## config.mk

```make
export PLATFORM = sky130hd
export DESIGN_NAME = if_fetch_unit_flat
export DESIGN_NICKNAME = d
export VERILOG_FILES = /design/src/rtl/cpu_pkg.sv /design/src/rtl/if_fetch_unit_if.sv /design/src/rtl/if_fetch_unit_hold_buf.sv /design/src/rtl/if_fetch_unit.sv /design/src/flat_wrapper.sv
export SDC_FILE = /design/constraint.sdc
export NUM_CORES = 1
export LEC_CHECK = 0
export CORE_ASPECT_RATIO = 1.1
export CORE_MARGIN = 2
export CORE_UTILIZATION = 56
export DETAILED_ROUTE_END_ITERATION = 8
export GPL_ROUTABILITY_DRIVEN = 0
export PLACE_DENSITY = 0.86
export SYNTH_ARGS = -nofsm -noshare
export SYNTH_HDL_FRONTEND = slang
export SYNTH_SLANG_ARGS = --single-unit
```

## constraint.sdc

```tcl
create_clock -name clk_i -period 4.4 [get_ports clk_i]
set_clock_uncertainty 0.1 [all_clocks]
set_input_delay 0.44 -clock clk_i [delete_from_list [all_inputs] [get_ports clk_i]]
set_output_delay 0.44 -clock clk_i [all_outputs]
set_load 0.005 [all_outputs]
```

## src/rtl/cpu_pkg.sv

```systemverilog
// Shared fetch-stage types and constants.
package cpu_pkg;

  localparam int unsigned XLEN = 32;

  localparam logic [XLEN-1:0] RESET_PC  = 32'h0000_0000;
  // addi x0,x0,0
  localparam logic [XLEN-1:0] NOP_INSTR = 32'h0000_0013;

  typedef enum logic [1:0] {
    S_IDLE,
    S_FETCH,
    S_HOLD,
    S_DISCARD
  } fetch_state_t;

endpackage

```

## src/rtl/if_fetch_unit_if.sv

```systemverilog
// Instruction-memory request/acknowledge bus between the fetch unit and the I-cache.
interface if_fetch_unit_if;
  import cpu_pkg::*;

  logic            imem_req_o;
  logic [XLEN-1:0] imem_addr_o;
  logic            imem_ack_i;
  logic [XLEN-1:0] imem_data_i;

  modport master (output imem_req_o, output imem_addr_o,
                  input  imem_ack_i, input  imem_data_i);
  modport slave  (input  imem_req_o, input  imem_addr_o,
                  output imem_ack_i, output imem_data_i);

endinterface

```

## src/rtl/if_fetch_unit_hold_buf.sv

```systemverilog
// One-entry PC+instruction buffer used while IF/ID is stalled.
module fetch_hold_buf
  import cpu_pkg::*;
(
  input  logic            clk_i,
  input  logic            rst_n_i,
  input  logic            load_i,
  input  logic            clear_i,
  input  logic [XLEN-1:0] pc_i,
  input  logic [XLEN-1:0] instr_i,
  output logic            valid_o,
  output logic [XLEN-1:0] pc_o,
  output logic [XLEN-1:0] instr_o
);

  always_ff @(posedge clk_i or negedge rst_n_i) begin
    if (!rst_n_i) begin
      valid_o <= 1'b0;
      pc_o    <= '0;
      instr_o <= '0;
    end else if (load_i) begin
      valid_o <= 1'b1;
      pc_o    <= pc_i;
      instr_o <= instr_i;
    end else if (clear_i) begin
      valid_o <= 1'b0;
      pc_o    <= '0;
      instr_o <= '0;
    end
  end

endmodule

```

## src/rtl/if_fetch_unit.sv

```systemverilog
// Instruction-fetch stage: owns the PC, issues I-memory requests, buffers
// returned instructions across stalls and handles branch redirects.
module if_fetch_unit
  import cpu_pkg::*;
(
  input  logic                   clk_i,
  input  logic                   rst_n_i,
  input  logic                   stall_i,
  input  logic                   mem_stall_i,
  input  logic                   branch_taken_i,
  input  logic [XLEN-1:0]        branch_target_i,
  if_fetch_unit_if.master        imem,
  output logic [XLEN-1:0]        pc_o,
  output logic [XLEN-1:0]        instr_o,
  output logic                   valid_o,
  output logic                   bubble_o
);

  fetch_state_t    state;
  logic [XLEN-1:0] pc_q, req_pc_q, pc_inc, target;
  logic            req_q, adv, hold_load, hold_clear, hold_vld;
  logic [XLEN-1:0] hold_pc, hold_instr;

  assign adv    = ~stall_i & ~mem_stall_i;
  assign pc_inc = pc_q + XLEN'(4);
  assign target = branch_target_i & ~XLEN'(3);

  assign hold_load  = (state == S_FETCH) & imem.imem_ack_i & ~adv & ~branch_taken_i;
  assign hold_clear = (state == S_HOLD) & (branch_taken_i | adv);

  fetch_hold_buf u_hold (
    .clk_i   (clk_i),
    .rst_n_i (rst_n_i),
    .load_i  (hold_load),
    .clear_i (hold_clear),
    .pc_i    (req_pc_q),
    .instr_i (imem.imem_data_i),
    .valid_o (hold_vld),
    .pc_o    (hold_pc),
    .instr_o (hold_instr)
  );

  // The buffer is valid exactly while the FSM sits in S_HOLD.
  assign valid_o  = ~branch_taken_i & (((state == S_FETCH) & imem.imem_ack_i) | hold_vld);
  assign bubble_o = ~valid_o;

  always_comb begin
    pc_o    = pc_q;
    instr_o = NOP_INSTR;
    if (valid_o) begin
      if (hold_vld) begin
        pc_o    = hold_pc;
        instr_o = hold_instr;
      end else begin
        pc_o    = req_pc_q;
        instr_o = imem.imem_data_i;
      end
    end
  end

  assign imem.imem_req_o  = req_q;
  assign imem.imem_addr_o = req_pc_q;

  always_ff @(posedge clk_i or negedge rst_n_i) begin
    if (!rst_n_i) begin
      state    <= S_IDLE;
      pc_q     <= RESET_PC;
      req_pc_q <= RESET_PC;
      req_q    <= 1'b0;
    end else begin
      unique case (state)
        S_IDLE: begin
          state <= S_FETCH;
          req_q <= 1'b1;
        end
        S_FETCH: begin
          if (branch_taken_i) begin
            pc_q <= target;
            if (imem.imem_ack_i) req_pc_q <= target;
            else                 state    <= S_DISCARD;
          end else if (imem.imem_ack_i) begin
            pc_q <= pc_inc;
            if (adv) begin
              req_pc_q <= pc_inc;
            end else begin
              state <= S_HOLD;
              req_q <= 1'b0;
            end
          end
        end
        S_HOLD: begin
          if (branch_taken_i) begin
            pc_q     <= target;
            req_pc_q <= target;
            state    <= S_FETCH;
            req_q    <= 1'b1;
          end else if (adv) begin
            req_pc_q <= pc_q;
            state    <= S_FETCH;
            req_q    <= 1'b1;
          end
        end
        S_DISCARD: begin
          // Stale address stays on the bus until its ack retires it.
          if (branch_taken_i) begin
            pc_q <= target;
            if (imem.imem_ack_i) begin
              req_pc_q <= target;
              state    <= S_FETCH;
            end
          end else if (imem.imem_ack_i) begin
            req_pc_q <= pc_q;
            state    <= S_FETCH;
          end
        end
        default: state <= S_IDLE;
      endcase
    end
  end

endmodule

```

## src/flat_wrapper.sv

```systemverilog
// flat-port wrapper written by rule: the top's interface ports become plain ports
module if_fetch_unit_flat import cpu_pkg::*;
  (clk_i, rst_n_i, stall_i, mem_stall_i, branch_taken_i, branch_target_i, pc_o, instr_o, valid_o, bubble_o, imem_imem_req_o, imem_imem_addr_o, imem_imem_ack_i, imem_imem_data_i);
  if_fetch_unit_if imem_i ();
  input  logic clk_i;
  input  logic rst_n_i;
  input  logic stall_i;
  input  logic mem_stall_i;
  input  logic branch_taken_i;
  input  logic [XLEN-1:0] branch_target_i;
  output logic [XLEN-1:0] pc_o;
  output logic [XLEN-1:0] instr_o;
  output logic valid_o;
  output logic bubble_o;
  output wire logic [$bits(imem_i.imem_req_o)-1:0] imem_imem_req_o;
  output wire logic [$bits(imem_i.imem_addr_o)-1:0] imem_imem_addr_o;
  input wire logic [$bits(imem_i.imem_ack_i)-1:0] imem_imem_ack_i;
  input wire logic [$bits(imem_i.imem_data_i)-1:0] imem_imem_data_i;
  assign imem_imem_req_o = imem_i.imem_req_o;
  assign imem_imem_addr_o = imem_i.imem_addr_o;
  assign imem_i.imem_ack_i = imem_imem_ack_i;
  assign imem_i.imem_data_i = imem_imem_data_i;
  if_fetch_unit u_core (.clk_i(clk_i), .rst_n_i(rst_n_i), .stall_i(stall_i), .mem_stall_i(mem_stall_i), .branch_taken_i(branch_taken_i), .branch_target_i(branch_target_i), .imem(imem_i), .pc_o(pc_o), .instr_o(instr_o), .valid_o(valid_o), .bubble_o(bubble_o));
endmodule
```

# [Word-level counts from Yosys, hierarchy flattened]
# Index checks and enable logic that the tools add are counted.
[totals] rom_bits=0 wordCells=81 n_memories=0 ram_bits=0 ff_bits=132 latchBits=0
[op_classes] mux=36 shift=0 n_eq_ne=14 n_lt_le_gt_ge=0 reduce_logical=10 bitwise=13 n_mul=0 n_addsub=1 div=0
[op_table] op="$mux W32" count=18
[op_table] op="$pmux W32 S3" count=1
[op_table] op="$pmux W32 S2" count=1
[op_table] op="$add A32 B3 Y32 const B" count=1
[op_table] op="$reduce_and A5 Y1" count=3
[op_table] op="$mux W2" count=7
[op_table] op="$ne A3 B3 Y1 const B" count=4
[op_table] op="$ne A2 B2 Y1 const B" count=4
[op_table] op="$pmux W2 S4" count=1
[op_table] op="$mux W1" count=7
[op_table] op="$and A1 B1 Y1" count=6
[op_table] op="$ne A3 B2 Y1 const B" count=2
[op_table] op="$reduce_bool A3 Y1" count=2
[op_table] op="$not A1 Y1" count=5
[op_table] op="$eq A2 B2 Y1 const B" count=2
[op_table] op="$reduce_bool A2 Y1" count=2
[op_table] op="$pmux W1 S3" count=1
[op_table] op="$reduce_and A3 Y1" count=1
[op_table] op="$eq A2 B1 Y1 const B" count=1
[op_table] op="$logic_not A2 Y1" count=1
[op_table] op="$ne A2 B1 Y1 const B" count=1
[op_table] op="$or A1 B1 Y1" count=2
[op_table] op="$reduce_or A2 Y1" count=1

# [Longest topological paths before layout]
[depth] depth_word=6 depth_mapped=8 depth_no_buf=6

# [By module]
# Synthesis repeated with hierarchy kept, for this count alone.
[unflattened] cells_unflattened=940 hier_area_um2=8303.0
[modules_own_cells] module="if_fetch_unit" area_per_inst_um2=5975.7 seq_area_each_um2=1626.6 instances=1 cells_each=795
[modules_own_cells] module="fetch_hold_buf" area_per_inst_um2=2327.2 seq_area_each_um2=1626.6 instances=1 cells_each=145

# [Least setup slack after synthesis]
# Ideal clock, no wire load.
[synth_path] kind="input to output" from="in imem_imem_ack_i" to="out pc_o[26]" path_stages=8 path_buffers=3 arrival_ps=1687 setup_slack_ps=2173 path_cell_list="buf_2 nand2_1 nor2_1 o21ai_0 clkbuf_1 clkbuf_1 nand2_1 o21ai_0"
[synth_via] elab_chain_cells=4
[synth_rtl] item="start, declared" line_no="flat_wrapper.sv:17" source="input wire logic [$bits(imem_i.imem_ack_i)-1:0] imem_imem_ack_i;"
[synth_rtl] item="$and A1 B1 Y1" line_no="if_fetch_unit.sv:44" source="assign valid_o = ~branch_taken_i & (((state == S_FETCH) & imem.imem_ack_i) | hold_vld);"
[synth_rtl] item="$or A1 B1 Y1" line_no="if_fetch_unit.sv:44"
[synth_rtl] item="$and A1 B1 Y1" line_no="if_fetch_unit.sv:44"
[synth_rtl] item="$mux W32" line_no="if_fetch_unit.sv:50" source="if (valid_o) begin"
[synth_rtl] item="end, declared" line_no="flat_wrapper.sv:11" source="output logic [XLEN-1:0] pc_o;"
# Every way passes these cells.

# [Worst setup path after layout]
[layout_path] from="reg u_core.state[1]" to="out pc_o[27]"
[layout_via] elab_chain_cells=5
[layout_rtl] item="start, declared" line_no="if_fetch_unit.sv:19" source="fetch_state_t state;"
[layout_rtl] item="start signal, assigned" line_no="if_fetch_unit.sv:66" source="state <= S_IDLE;"
[layout_rtl] item="start signal, assigned" line_no="if_fetch_unit.sv:73" source="state <= S_FETCH;"
[layout_rtl] item="start signal, assigned" line_no="if_fetch_unit.sv:80" source="else state <= S_DISCARD;"
[layout_rtl] item="$eq A2 B1 Y1" line_no="if_fetch_unit.sv:44"
[layout_rtl] item="$and A1 B1 Y1" line_no="if_fetch_unit.sv:44"
[layout_rtl] item="$or A1 B1 Y1" line_no="if_fetch_unit.sv:44"
[layout_rtl] item="$and A1 B1 Y1" line_no="if_fetch_unit.sv:44"
[layout_rtl] item="$mux W32" line_no="if_fetch_unit.sv:50"
# Every way passes these cells.

==> impl_metrics.py <==
metrics = {
    "run_status": {
        "outcome": "completed",
    },
    "sta": {
        "hold_viol": 0,
        "rsz0062_at_grt": "false",
        "fmax_mhz": 289,
        "setup_viol": 0,
        "finalSetupTns_ns": 0,
        "slew_viol_final": 0,
        "relSlewSlack_pct": 34.1,
        "worst_slack_ns": 0.945,
        "worstMarginPinSlew_ns": 0.989,
        "layout_min_cycle_time_ns": 3.45,
        "finalCritPeriodShare_pct": 78.5,
    },
    "place": {
        "dp_hpwl_mm": 15.0,
        "preCtsSetupSlack_ns": 1.15,
        "place_area_sq_um": 9640,
        "port_buffers": 166,
        "place_inst": 1163,
    },
    "clock_network": {
        "cts_setup_buffers": 0,
        "cts_sinks": 130,
        "htreeDepth": 4,
        "clk-insertion-delay-late_ns": 0.42,
        "ctsHoldBuffers": 0,
        "cts_tree": "built",
        "clkSlewWorstSetupHoldPaths_ns": 0.05,
        "cts_root_buf": "clkbuf_16",
        "cts_buffers": 17,
        "clock_path_buffers": 2,
        "cts_resized": 0,
    },
    "cells_and_area": {
        "area_growth_pct": 28.3,
        "final_util_pct": 73.7,
        "insertedDiodeCount": 0,
        "layout-drive-gt1-share_pct": 6.16,
        "seqCellArea_sq_um": 3260,
        "fin_area_sq_um": 10200,
        "multi_input_area_sq_um": 4290,
        "finalNonFillerCells": 1194,
        "n_fill_cell": 1021,
        "nets": 1065,
    },
    "synthesis": {
        "ys_warn_count": 0,
        "yosysTopAreaCell": "dfrtp_1",
        "yosysMostFrequentCell": "dfrtp_1",
        "ys_ff_latch": 130,
        "ys_types": 57,
        "syn-instance-count": 885,
        "yosys-top-cells-area": "dfrtp_1, mux2i_1, a22o_1",
        "synth_edf_count": 0,
        "syn-cell-area_sq_um": 7920,
        "yosysSeqAreaShare_pct": 41.1,
        "synth_fp_nets": 956,
        "synthFlopType": "dfrtp_1",
        "synth_top_area_share_pct": 41.1,
        "async_reset_ff_share_pct": 100,
        "syn_avg_cell_area_sq_um": 8.95,
        "synth_common_cells": "dfrtp_1, nand2_1, a22o_1",
    },
    "setup_path": {
        "path_cells": "buf_4 -> nor2_1 -> o21ai_4 -> buf_12 -> nand2_1 -> o21ai_0 -> clkdlybuf4s50_1",
        "start_kind": "register",
        "r2r_start": "u_core.state[1]",
        "required_ns": 3.86,
        "critPathArrivalTime_ns": 2.91,
        "cpPeakStageDelay_ns": 0.56,
        "cp_max_fo": 57,
        "crit_path_end_kind": "output pin",
        "crit_type": "register to output pin",
        "cpMaxStageDelayCell": "clkdlybuf4s50_1",
        "startpoint": "u_core.state[1]",
    },
    "worst_hold_path": {
        "hold_path_class": "input pin to async pin",
    },
    "global_routing": {
        "grt_pass1_wl_mm": 38.1,
        "antenna_found_initial": 0,
        "globalRouteMet1Util_pct": 41.2,
        "grtUsageMet3_pct": 6.03,
        "grt_usage_pct": 31.5,
        "overflow": 0,
        "grt_max_degree": 72,
        "grt_pass1_vias": 7272,
        "gr-usage-met2_pct": 51.8,
        "grt-busiest-layer": "met2",
    },
    "route": {
        "drc_errors": 0,
        "viasPerCell": 6.39,
        "ant_nets": 0,
        "first_iter_violations": 777,
        "drt-total-wl_mm": 23.6,
        "via_count": 7630,
        "wl_per_cell_um": 19.8,
        "first_pass_iters": 8,
    },
    "floorplanning": {
        "die_w_um": 117,
        "die_y_um": 129,
        "core_area_sq_um": 13800,
        "design.portCount": 169,
        "initial_utilization_pct": 57.4,
        "rows": 45,
        "dieArea_sq_um": 15100,
    },
    "power_and_ir_drop": {
        "power.leakage_uw": 0.00460,
        "peakVddDrop_uv": 348,
        "powerDensity_nw_per_um2": 464,
    },
    "run": {
        "max-cap-violations": 0,
    },
}
[power by group]
group	leakage (uW)	internal, uW	switching, uW
registers	0.00160	1520	371
clock network	0.000260	771	495
logic	0.00274	883	673
[worst max-delay path, delay by kind of cell, from the launching register on]
kind | cells | cell delay (ns)
AND/OR/NAND/NOR | 2 | 0.27
AO/OA/AOI/OAI | 2 | 0.61
buffers and inverters | 3 | 1.26
flip-flops | 1 | 0.32
[cell type report]
| type | count | area share (%) |
|---|---|---|
| Clock buffer | 26 | 4.91 |
| Clock inverter | 5 | 0.271 |
| Sequential cell | 130 | 32.0 |
| Inverter | 9 | 0.332 |
| Multi-Input combinational cell | 653 | 42.2 |
| Tap cell | 188 | 2.31 |
| Timing Repair Buffer | 183 | 17.9 |
[worst paths after layout]
path / endpoint / slack [ns] / cells past startpoint
max: pc_o[27] / 0.95 / 7
min: u_core.u_hold.instr_o[26] / 0.05 / 1
max reg2reg: u_core.imem.imem_addr_o[7] / 1.78 / 6
min reg2reg: u_core.u_hold.instr_o[1] / 0.40 / 1
max in group asynchronous: u_core.u_hold.pc_o[14] / 3.32 / 2
min in group clk_i: u_core.u_hold.instr_o[1] / 0.40 / 1
[routing by layer]
layer	share of wire [%]	wire, um
met3	8.2	1940
met1	41	9740
met4	2.6	614
met2	48	11300
met5	0	0
[kinds of logic after synthesis]
group	after synthesis	synth area share, %
compound gates	297	25.8
xor+xnor	19	2.10
fa+ha+maj	1	0.158
buf+inv	102	5.37
flops	130	41.1
mux	85	10.7
simple gates	251	14.8
[stage by stage]
| stage | hold slack [ns] | total power (uW) |
|---|---|---|
| floorplan | 0.0444 | 2680 |
| global placement | 0.382 | 3370 |
| detailed placement | 0.381 | 3420 |
| CTS | 0.0799 | 4710 |
| global route | 0.124 | 4960 |
| finish | 0.0484 | 4710 |
[cell usage in the layout, fill, tap and decap left out, types with 4 or more instances in the layout]
cell,netlist,layout
nor3_1,14,13
nand4_1,18,18
and3_1,9,9
clkinv_2,0,4
xnor2_1,12,12
a31oi_1,7,7
mux2i_1,85,85
and2_1,5,5
nor2_1,79,78
a22oi_1,12,12
nand3_1,12,12
clkbuf_8,0,4
inv_1,8,8
dfrtp_1,130,129
nand2_1,88,88
o21ai_0,82,81
clkbuf_1,61,5
a221oi_1,9,9
buf_4,4,15
a22o_1,86,86
clkdlybuf4s50_1,0,165
xor2_1,7,7
a21oi_1,47,46
clkbuf_16,0,17
a2bb2oi_1,10,10
o32a_1,4,4
o22ai_1,15,14
[registers in the layout, indices dropped and copies added (netlist names)]
signal and count:
u_core.u_hold.valid_o 1, u_core.pc_q 30, u_core.imem.imem_req_o 1, u_core.imem.imem_addr_o 32, u_core.u_hold.instr_o 32, u_core.state 2, u_core.u_hold.pc_o 32
No activity file was read; power rests on OpenSTA's default activity.
